File: src/rtl/upg_loader.sv
// upg_loader: turns a UART byte stream of segments into 32-bit writes to instruction ROM or data RAM.
// Build with UPG_CHECKSUM_EN defined to require a trailing XOR checksum byte after the 0xFF end marker.
module upg_loader (
  input  logic        clock,
  input  logic        reset,
  input  logic [7:0]  rx_data,
  input  logic        rx_valid,
  output logic        upg_wen_o,
  output logic [14:0] upg_adr_o,
  output logic [31:0] upg_dat_o,
  output logic        upg_done_o,
  output logic        upg_err_o,
  output logic        busy_o
);

  typedef enum logic [2:0] {
    IDLE,
    HDR_LO,
    HDR_HI,
    DATA,
`ifdef UPG_CHECKSUM_EN
    CHK,
`endif
    DONE,
    ERR
  } state_t;

  state_t      state;
  state_t      state_nxt;
  logic        target;
  logic [15:0] count;
  logic [13:0] index;
  logic [1:0]  byte_cnt;
  logic [23:0] partial;
  logic [15:0] hdr_count;
  logic        last_word;

`ifdef UPG_CHECKSUM_EN
  logic [7:0]  csum;
`endif

  assign hdr_count = {rx_data, count[7:0]};
  assign last_word = (({2'b00, index} + 16'd1) == count);

  assign upg_done_o = (state == DONE);
  assign upg_err_o  = (state == ERR);
  assign busy_o     = (state != IDLE) && (state != DONE) && (state != ERR);

  always_ff @(posedge clock or negedge reset) begin
    if (!reset) begin
      state <= IDLE;
    end else begin
      state <= state_nxt;
    end
  end

  always_comb begin
    state_nxt = state;
    if (rx_valid) begin
      case (state)
        IDLE: begin
          if (rx_data == 8'h00 || rx_data == 8'h01) begin
            state_nxt = HDR_LO;
          end else if (rx_data == 8'hFF) begin
`ifdef UPG_CHECKSUM_EN
            state_nxt = CHK;
`else
            state_nxt = DONE;
`endif
          end else begin
            state_nxt = ERR;
          end
        end
        HDR_LO: state_nxt = HDR_HI;
        HDR_HI: begin
          if (hdr_count == 16'd0) begin
            state_nxt = IDLE;
          end else if (hdr_count > 16'd16384) begin
            state_nxt = ERR;
          end else begin
            state_nxt = DATA;
          end
        end
        DATA: begin
          if (byte_cnt == 2'd3 && last_word) begin
            state_nxt = IDLE;
          end
        end
`ifdef UPG_CHECKSUM_EN
        CHK: state_nxt = (rx_data == csum) ? DONE : ERR;
`endif
        default: state_nxt = state;
      endcase
    end
  end

  // The 4th byte goes straight into the output word, so the write strobe
  // lands one cycle later while the FSM is already free to take the next byte.
  always_ff @(posedge clock or negedge reset) begin
    if (!reset) begin
      target    <= 1'b0;
      count     <= 16'd0;
      index     <= 14'd0;
      byte_cnt  <= 2'd0;
      partial   <= 24'd0;
      upg_wen_o <= 1'b0;
      upg_adr_o <= 15'd0;
      upg_dat_o <= 32'd0;
    end else begin
      upg_wen_o <= 1'b0;
      if (rx_valid) begin
        case (state)
          IDLE:   target <= rx_data[0];
          HDR_LO: count[7:0] <= rx_data;
          HDR_HI: begin
            count[15:8] <= rx_data;
            index       <= 14'd0;
            byte_cnt    <= 2'd0;
          end
          DATA: begin
            byte_cnt <= byte_cnt + 2'd1;
            case (byte_cnt)
              2'd0: partial[7:0]   <= rx_data;
              2'd1: partial[15:8]  <= rx_data;
              2'd2: partial[23:16] <= rx_data;
              default: begin
                upg_wen_o <= 1'b1;
                upg_adr_o <= {target, index};
                upg_dat_o <= {rx_data, partial};
                index     <= index + 14'd1;
              end
            endcase
          end
          default: ;
        endcase
      end
    end
  end

`ifdef UPG_CHECKSUM_EN
  always_ff @(posedge clock or negedge reset) begin
    if (!reset) begin
      csum <= 8'd0;
    end else if (rx_valid && (state == IDLE || state == HDR_LO ||
                              state == HDR_HI || state == DATA)) begin
      csum <= csum ^ rx_data;
    end
  end
`endif

endmodule

File: config.mk
export PLATFORM = sky130hd
export DESIGN_NAME = upg_loader
export DESIGN_NICKNAME = d
export VERILOG_FILES = /design/src/rtl/upg_loader.sv
export SDC_FILE = /design/constraint.sdc
export NUM_CORES = 1
export LEC_CHECK = 0
export CAP_MARGIN = 10
export CORE_AREA = 4 4 105 107
export CTS_CLUSTER_SIZE = 10
export DETAILED_ROUTE_END_ITERATION = 16
export DIE_AREA = 0 0 109 111
export PLACE_DENSITY = 0.71
export SYNTH_ARGS = -nofsm -noshare
export SYNTH_HDL_FRONTEND = slang
export SYNTH_SLANG_ARGS = --single-unit
export TNS_END_PERCENT = 20
File: constraint.sdc
create_clock -name clock -period 2.6 [get_ports clock]
set_input_delay 0.52 -clock clock [delete_from_list [all_inputs] [get_ports clock]]
set_output_delay 0.52 -clock clock [all_outputs]
set_load 0.1 [all_outputs]
==> summary.md, run 1 <==
- flop — Critical Path Source Type
- 50 — number of distinct library cell variants in the gate-level netlist after synthesis
- 2.95 nW — cell leakage power
- 0.855 — RD Place Congestion
- 0 ns — Setup TNS
- 2.86 ns — required time of the worst setup path
- 9 — total CTS buffers
- nand2_1 — most common cell after layout, fill and taps aside
- 0.884 — fin crit share
- 0.302 ns — worst setup slack after layout
- dfrtp_1 — Slowest cell on crit path
- ha_1 > nand2_1 > or3_1 > buf_4 > o31ai_4 > o2111ai_1 > nor4_2 > o21ai_1 — worst-path cell chain
- 253 — DRC violation total after the first TritonRoute iteration
- flop — element type at the critical path end
- 2.30 ns — final critical path time including I/O delays and setup
- finished clean — status
- 0 — cts-stage hold buffer count
- 0 — total setup buffers inserted after CTS
- 0.467 ns — Least-Margin Pin Slew
- 62 — Boundary Pins
- 498 — cell count after synthesis
- 4920 um^2 — post-synthesis cell area
- 3941 — vias in the first global route
- 0 — Post-synth EDFFs
- 0.549 — proportion of netlist area held by the largest area contributor
- dfrtp_1 — primary flip-flop cell chosen by synthesis mapping
- 515 — synthesized net count
- dfrtp_1 — library cell occupying the most area in the post-synthesis netlist
- 0 — final hold violation count
- no — setup repair after global routing missed its margin
- 61 — port bufs
- 108 — number of synthesized register bits
- 2 — Clock Tree Buf Depth
- 610 um — met3 layer wire length in the routed design
- 0.251 — fraction of final layout cells sized beyond drive strength 1
- reg -> reg — startpoint-to-endpoint class of the critical path
- 2.55 ns — CP arrival
- 15.8 um — average wire length per cell after detail routing
- 10100 um^2 — Core Footprint
- 19.4 mm — first-pass GRT wire length
- dfrtp_1 (55%), nand2_1 (13%), mux2_2 (9.6%), o21ai_0 (2.2%), xor2_1 (1.6%) — cell types occupying the most area after synthesis
- 0.0628 ns — minimum setup slack after placement
- 0 — number of antenna-violating nets in the routed design
- 56 — pin count of the biggest net entering global routing
- 0.00551 ns — final worst clock skew
- 11.2 mm — overall routed net length
- 0 — max-capacitance violation count
- 5.31 — detail-routed via count per cell
- 0 — number of synthesis warnings
- 12100 um^2 — DIE AREA
- in -> async — Tightest Hold Check Type
- 5 — largest fanout of any net on the critical path
- 859 nW/um^2 — power density over the cells
- 20.3% — layout overhead on the synthesized area
- 876 — number of fillers in the final layout
- 0.10 ns — clk slew on worst S/H paths
- index[1]$_DFFE_PN0P_ — worst r2r src
- 0 — final setup violation count
- 586 — final net count
- 435 MHz — maximum clock frequency
- met4 — top layer used by detailed routing
- 0.485 — initial core utilization
- 7.91 mm — estimated wirelength of the detail-placed design
- 1.00 — share of synthesized flip-flops with an asynchronous set or reset
- 0 — count of cells resized by post-cts repair
- 0.37 ns — Worst-Skew Late Latency
- 111 um — Die Height
- clkbuf_8 — Clk Tree Root Cell
- 3773 — vias
- 37 — Rows
- 108 — total clock sinks
- 0.549 — share of synthesized area occupied by flip-flops and latches
- 0.202 — Overall Global Routing Usage
- 4 — 1st-pass router iterations
- 0 — overall overflow remaining after global route
- 0 — drt drc
- done — clock tree from TritonCTS
- index[1]$_DFFE_PN0P_ — startpoint of the most critical setup path
- 0.583 mV — Worst VDD drop
- nand2_1 (174), dfrtp_1 (108), buf_4 (74), mux2_2 (42), o21ai_0 (21) — most frequent cells in the layout
- 5.30 mm — Met2 Routed Length
- 3 — H-tree depth reported by CTS
- 9.88 um^2 — Avg Synthesized Cell Area
- 0 — number of max-slew violations in the final report
- 0 — ANT cells
- 0.688 — worst max-slew margin expressed relative to the limit
- 0.40 ns — critical path's largest stage delay
- 5.10 mm — met1 WL
- 0 — antenna violations before repair
- 109 um — floorplan die width
[cells in the mapped netlist, types with 6 or more instances]
cell type  number
nand2_1       175
dfrtp_1       108
mux2_2         42
o21ai_0        22
clkbuf_1       18
nor2_1         15
a21oi_1        11
inv_1          10
xor2_1          9
xnor2_1         8
o31ai_1         7
ha_1            6
nor3_1          6
[registers in the layout (all words and copies together) (netlist names)]
register and cells:
byte_cnt 2, upg_dat_o 32, index 14, partial 24, state 3, upg_adr_o 15, target 1, upg_wen_o 1
count 16
[final cells by class]
cell class                      count  area (um^2)  share of cell area
Clock buffer                       13          169              0.0285
Multi-Input combinational cell    353         2060               0.348
Sequential cell                   108         2700               0.457
Inverter                           11         41.3             0.00698
Clock inverter                      3         67.6              0.0114
Timing Repair Buffer               86          706               0.119
Tap cell                          136          170              0.0288
[metrics by stage]
stage               cell area (um^2)  power [mW]   util  hold slack, ns  std cells
finish                          5920        5.08  0.584          0.0503        710
global route                    5920        5.34  0.584          0.0596        710
CTS                             5920        5.12  0.584          0.0523        710
detailed placement              5680        3.95  0.560           0.451        694
global placement                5680        3.89  0.560           0.437        694
floorplan                       4920        3.48      -           0.224        498
[per-layer routing]
layer	up-vias	global-route usage
met5	-	0
li1	1809	-
met1	1844	0.280
met3	16	0.0384
met2	104	0.312
met4	0	0.0800
[kinds of logic after synthesis]
kind of cell    count (synthesis)  share of synthesized area
fa+ha+maj                       6                     0.0153
xor+xnor                       17                     0.0303
buf+inv                        37                     0.0321
mux                            43                     0.0982
compound gates                 58                     0.0743
flops                         108                      0.549
simple gates                  229                      0.200
[critical path, delay by kind of cell (launching register included)]
| family | cells | cell delay, ns |
|---|---|---|
| AO/OA/AOI/OAI | 3 | 0.52 |
| AND/OR/NAND/NOR | 3 | 0.84 |
| buffers and inverters | 1 | 0.18 |
| adder cells (fa/ha/maj) | 1 | 0.25 |
| flip-flops | 1 | 0.40 |
[worst paths after layout]
check	endpoint	slack, ns	cells after the start
setup reg to reg	state[1]$_DFFE_PN0P_	0.30	8
hold reg to reg	upg_dat_o[13]$_DFFE_PN0P_	0.47	2
max in group asynchronous	upg_dat_o[5]$_DFFE_PN0P_	1.84	2
setup / recovery	state[1]$_DFFE_PN0P_	0.30	8
hold / removal	upg_dat_o[29]$_DFFE_PN0P_	0.05	1
min in group clock	upg_dat_o[13]$_DFFE_PN0P_	0.47	2
[report_power, final]
part	leakage, nW	internal [mW]	total (mW)	switching [mW]
registers	1.46	2.04	2.34	0.306
logic	1.38	0.573	1.57	0.994
clock network	0.116	0.622	1.17	0.550
total	2.95	3.23	5.08	1.85
Power figures use the tool's default switching activity.
==> run 2, diff against run 1 <==
--- a/config.mk
+++ b/config.mk
@@ -5,11 +5,11 @@
 export SDC_FILE = /design/constraint.sdc
 export NUM_CORES = 1
 export LEC_CHECK = 0
-export CAP_MARGIN = 10
 export CORE_AREA = 4 4 105 107
 export CTS_CLUSTER_SIZE = 10
 export DETAILED_ROUTE_END_ITERATION = 16
 export DIE_AREA = 0 0 109 111
+export GPL_ROUTABILITY_DRIVEN = 0
 export PLACE_DENSITY = 0.71
 export SYNTH_ARGS = -nofsm -noshare
 export SYNTH_HDL_FRONTEND = slang
==> run 2 against run 1 <==
- clock skew increased by 0.0077 ns
- sequential power about the same
- die area unchanged
- critical endpoint unchanged
- register-to-register slack got worse by 0.05 ns
- first-iteration DRC count decreased by 19%
- cell count unchanged
- largest cell class unchanged
- largest power group unchanged
- non-clock buffer count unchanged
==> summary.md, run 2 (same netlist as run 1, synthesis figures left out) <==
- 0 — overall overflow remaining after global route, unchanged
- 0 — final setup violation count, unchanged
- 19.0 mm — first-pass GRT wire length, -1.9%
- upg_dat_o (32), partial (24), count (16) — top flop regs
- 9 — stages on the worst setup path, +1
- 0.41 ns — critical path's largest stage delay, about the same
- 0 — cts-stage hold buffer count, unchanged
- nor3_1 — cell repeated most along the worst path
- finished clean — status
- 1 — worst path buffer plus inverter count, unchanged
- 0.429 mV — Worst VDD drop, -26%
- 586 — final net count, unchanged
- 0.508 ns — Least-Margin Pin Slew, +0.0411 ns
- 32 — max FFs per register, unchanged
- clkbuf_8 — Clk Tree Root Cell
- 0.197 — Overall Global Routing Usage, -0.00455
- 204 — DRC violation total after the first TritonRoute iteration, -19%
- 9 — total CTS buffers, unchanged
- 0 ns — Setup TNS, unchanged
- in -> async — Tightest Hold Check Type
- nand2_1 (174), dfrtp_1 (108), buf_4 (74), mux2_2 (42), o21ai_0 (21) — most frequent cells in the layout
- 2.35 ns — final critical path time including I/O delays and setup, +0.0524 ns
- flop — Critical Path Source Type
- 0 — drt drc, unchanged
- 0 — ANT cells, unchanged
- 15.6 um — average wire length per cell after detail routing, -1.2%
- 868 — number of fillers in the final layout, -0.91%
- 0 — total setup buffers inserted after CTS, unchanged
- dfrtp_1 — Slowest cell on crit path
- 0.0132 ns — final worst clock skew, +0.00770 ns
- nand2_1 — most common cell after layout, fill and taps aside
- 2.60 ns — CP arrival, +0.05 ns
- 109 um — floorplan die width, unchanged
- index[1]$_DFFE_PN0P_ — startpoint of the most critical setup path
- 0.25 ns — slack of the worst reg-to-reg path, -0.05 ns
- 11.1 mm — overall routed net length, -1.2%
- state[1]$_DFFE_PN0P_ — reg-to-reg endpoint
- state[1]$_DFFE_PN0P_ — endpoint of the most critical setup path
- 0 — count of cells resized by post-cts repair, unchanged
- 7.90 mm — estimated wirelength of the detail-placed design, -0.19%
- 111 um — Die Height, unchanged
- 0.485 — initial core utilization, unchanged
- no — setup repair after global routing missed its margin
- done — clock tree from TritonCTS
- 19.2% — layout overhead on the synthesized area
- reg -> reg — startpoint-to-endpoint class of the critical path
- 54 — pin count of the biggest net entering global routing, -3.6%
- 9 — count of cells along the worst register-to-register path, +1
- 10100 um^2 — Core Footprint, unchanged
- 3 — H-tree depth reported by CTS, unchanged
- 0 — max-capacitance violation count, unchanged
- 425 MHz — maximum clock frequency, -2.2%
- 37 — Rows, unchanged
- upg_dat_o — largest reg by FF count
- 0.0973 ns — minimum hold slack, +0.0470 ns
- 2.92 nW — cell leakage power, -0.93%
- 0.11 ns — clk slew on worst S/H paths, about the same
- 0 — number of max-slew violations in the final report, unchanged
- 2060 um^2 — area of the multi-input gates, unchanged
- 3776 — vias, +0.080%
- 2.85 ns — required time of the worst setup path, about the same
- 710 — final standard cell count with taps included and fillers excluded, unchanged
- 0.661 — worst max-slew margin expressed relative to the limit, -0.0266
- 0 — antenna violations before repair, unchanged
- 61 — port bufs, unchanged
- 62 — Boundary Pins, unchanged
- 2 — Clock Tree Buf Depth, unchanged
- 0.253 — fraction of final layout cells sized beyond drive strength 1, +0.00174
- 108 — total clock sinks, unchanged
- 5 — largest fanout of any net on the critical path, unchanged
- index[1]$_DFFE_PN0P_ — worst r2r src
- 833 nW/um^2 — power density over the cells, -3.1%
- 0 — final hold violation count, unchanged
- 5.32 — detail-routed via count per cell, about the same
- 4.88 mW — Power, Total, -4.0%
- flop — element type at the critical path end
- 2700 um^2 — register area, unchanged
- 0 — number of antenna-violating nets in the routed design, unchanged
- 694 — cell count after placement, unchanged
- ha_1 > nand2_1 > buf_4 > nor3_1 > a31oi_1 > nor3_1 > o2111ai_1 > nor4_2 > o21ai_1 — worst-path cell chain
- 12100 um^2 — DIE AREA, unchanged
- 6 — 1st-pass router iterations, +2
- 0.904 — fin crit share, +0.0202
- simple AND/OR/NAND/NOR gates — Worst path top cell family by delay
- 0.37 ns — Worst-Skew Late Latency, about the same
- 3845 — vias in the first global route, -2.4%
-- run 2: changes by cell type in the layout (fill, tap and decap cells not counted), sizes merged --
cell	previous run	this run
clkinvlp	1	2
bufinv	2	0
clkinv	0	1
clkbuf	13	9
inv	11	15
-- run 2: layer usage --
metal	GRT usage	routed length (um)	vias up
li1	-	-	1802
met1	0.272	5010	1851
met2	0.304	5280	106
met3	0.0454	658	17
met4	0.0707	158	0
met5	0	0	-
-- run 2: final cells by class --
cell class                 instances  share of cell area
multi-input combinational        353               0.352
tap                              136              0.0290
clock inverter                     7             0.00982
clock buffer                       9              0.0211
sequential                       108               0.461
inverter                          11             0.00704
timing repair buffer              86               0.120
-- run 2: worst min-delay path by stage --
stage                                       start                         to  slack (ns)  depth (start not counted)
after floorplan                             reset    byte_cnt[0]$_DFFE_PN0P_        0.22                          0
after global placement    partial[15]$_DFFE_PN0P_  upg_dat_o[15]$_DFFE_PN0P_        0.44                          2
after detailed placement   partial[3]$_DFFE_PN0P_   upg_dat_o[3]$_DFFE_PN0P_        0.45                          2
after CTS                                   reset  upg_dat_o[30]$_DFFE_PN0P_        0.12                          1
after global routing                        reset  upg_dat_o[30]$_DFFE_PN0P_        0.13                          1
final                                       reset  upg_dat_o[30]$_DFFE_PN0P_         0.1                          1
-- run 2: report_power, final --
group / internal, mW / total (mW) / switching, mW
Combinational: 0.573 / 1.56 / 0.986
Sequential: 2.04 / 2.34 / 0.305
Clock: 0.365 / 0.979 / 0.615
-- run 2: stage by stage --
step | util | setup slack (ns) | cell area (um^2)
after global routing | 0.578 | 0.0609 | 5860
after global placement | 0.560 | 0.133 | 5680
after CTS | 0.578 | 0.263 | 5860
after floorplan | - | -0.716 | 4920
after detailed placement | 0.560 | 0.0214 | 5680
final | 0.578 | 0.249 | 5860
==> run 3, diff against run 2 <==
--- a/config.mk
+++ b/config.mk
@@ -5,6 +5,7 @@
 export SDC_FILE = /design/constraint.sdc
 export NUM_CORES = 1
 export LEC_CHECK = 0
+export CAP_MARGIN = 20
 export CORE_AREA = 4 4 105 107
 export CTS_CLUSTER_SIZE = 10
 export DETAILED_ROUTE_END_ITERATION = 16
==> results of run 3 <==
No change in the layout: final DEF, timing and power equal those of run 2.
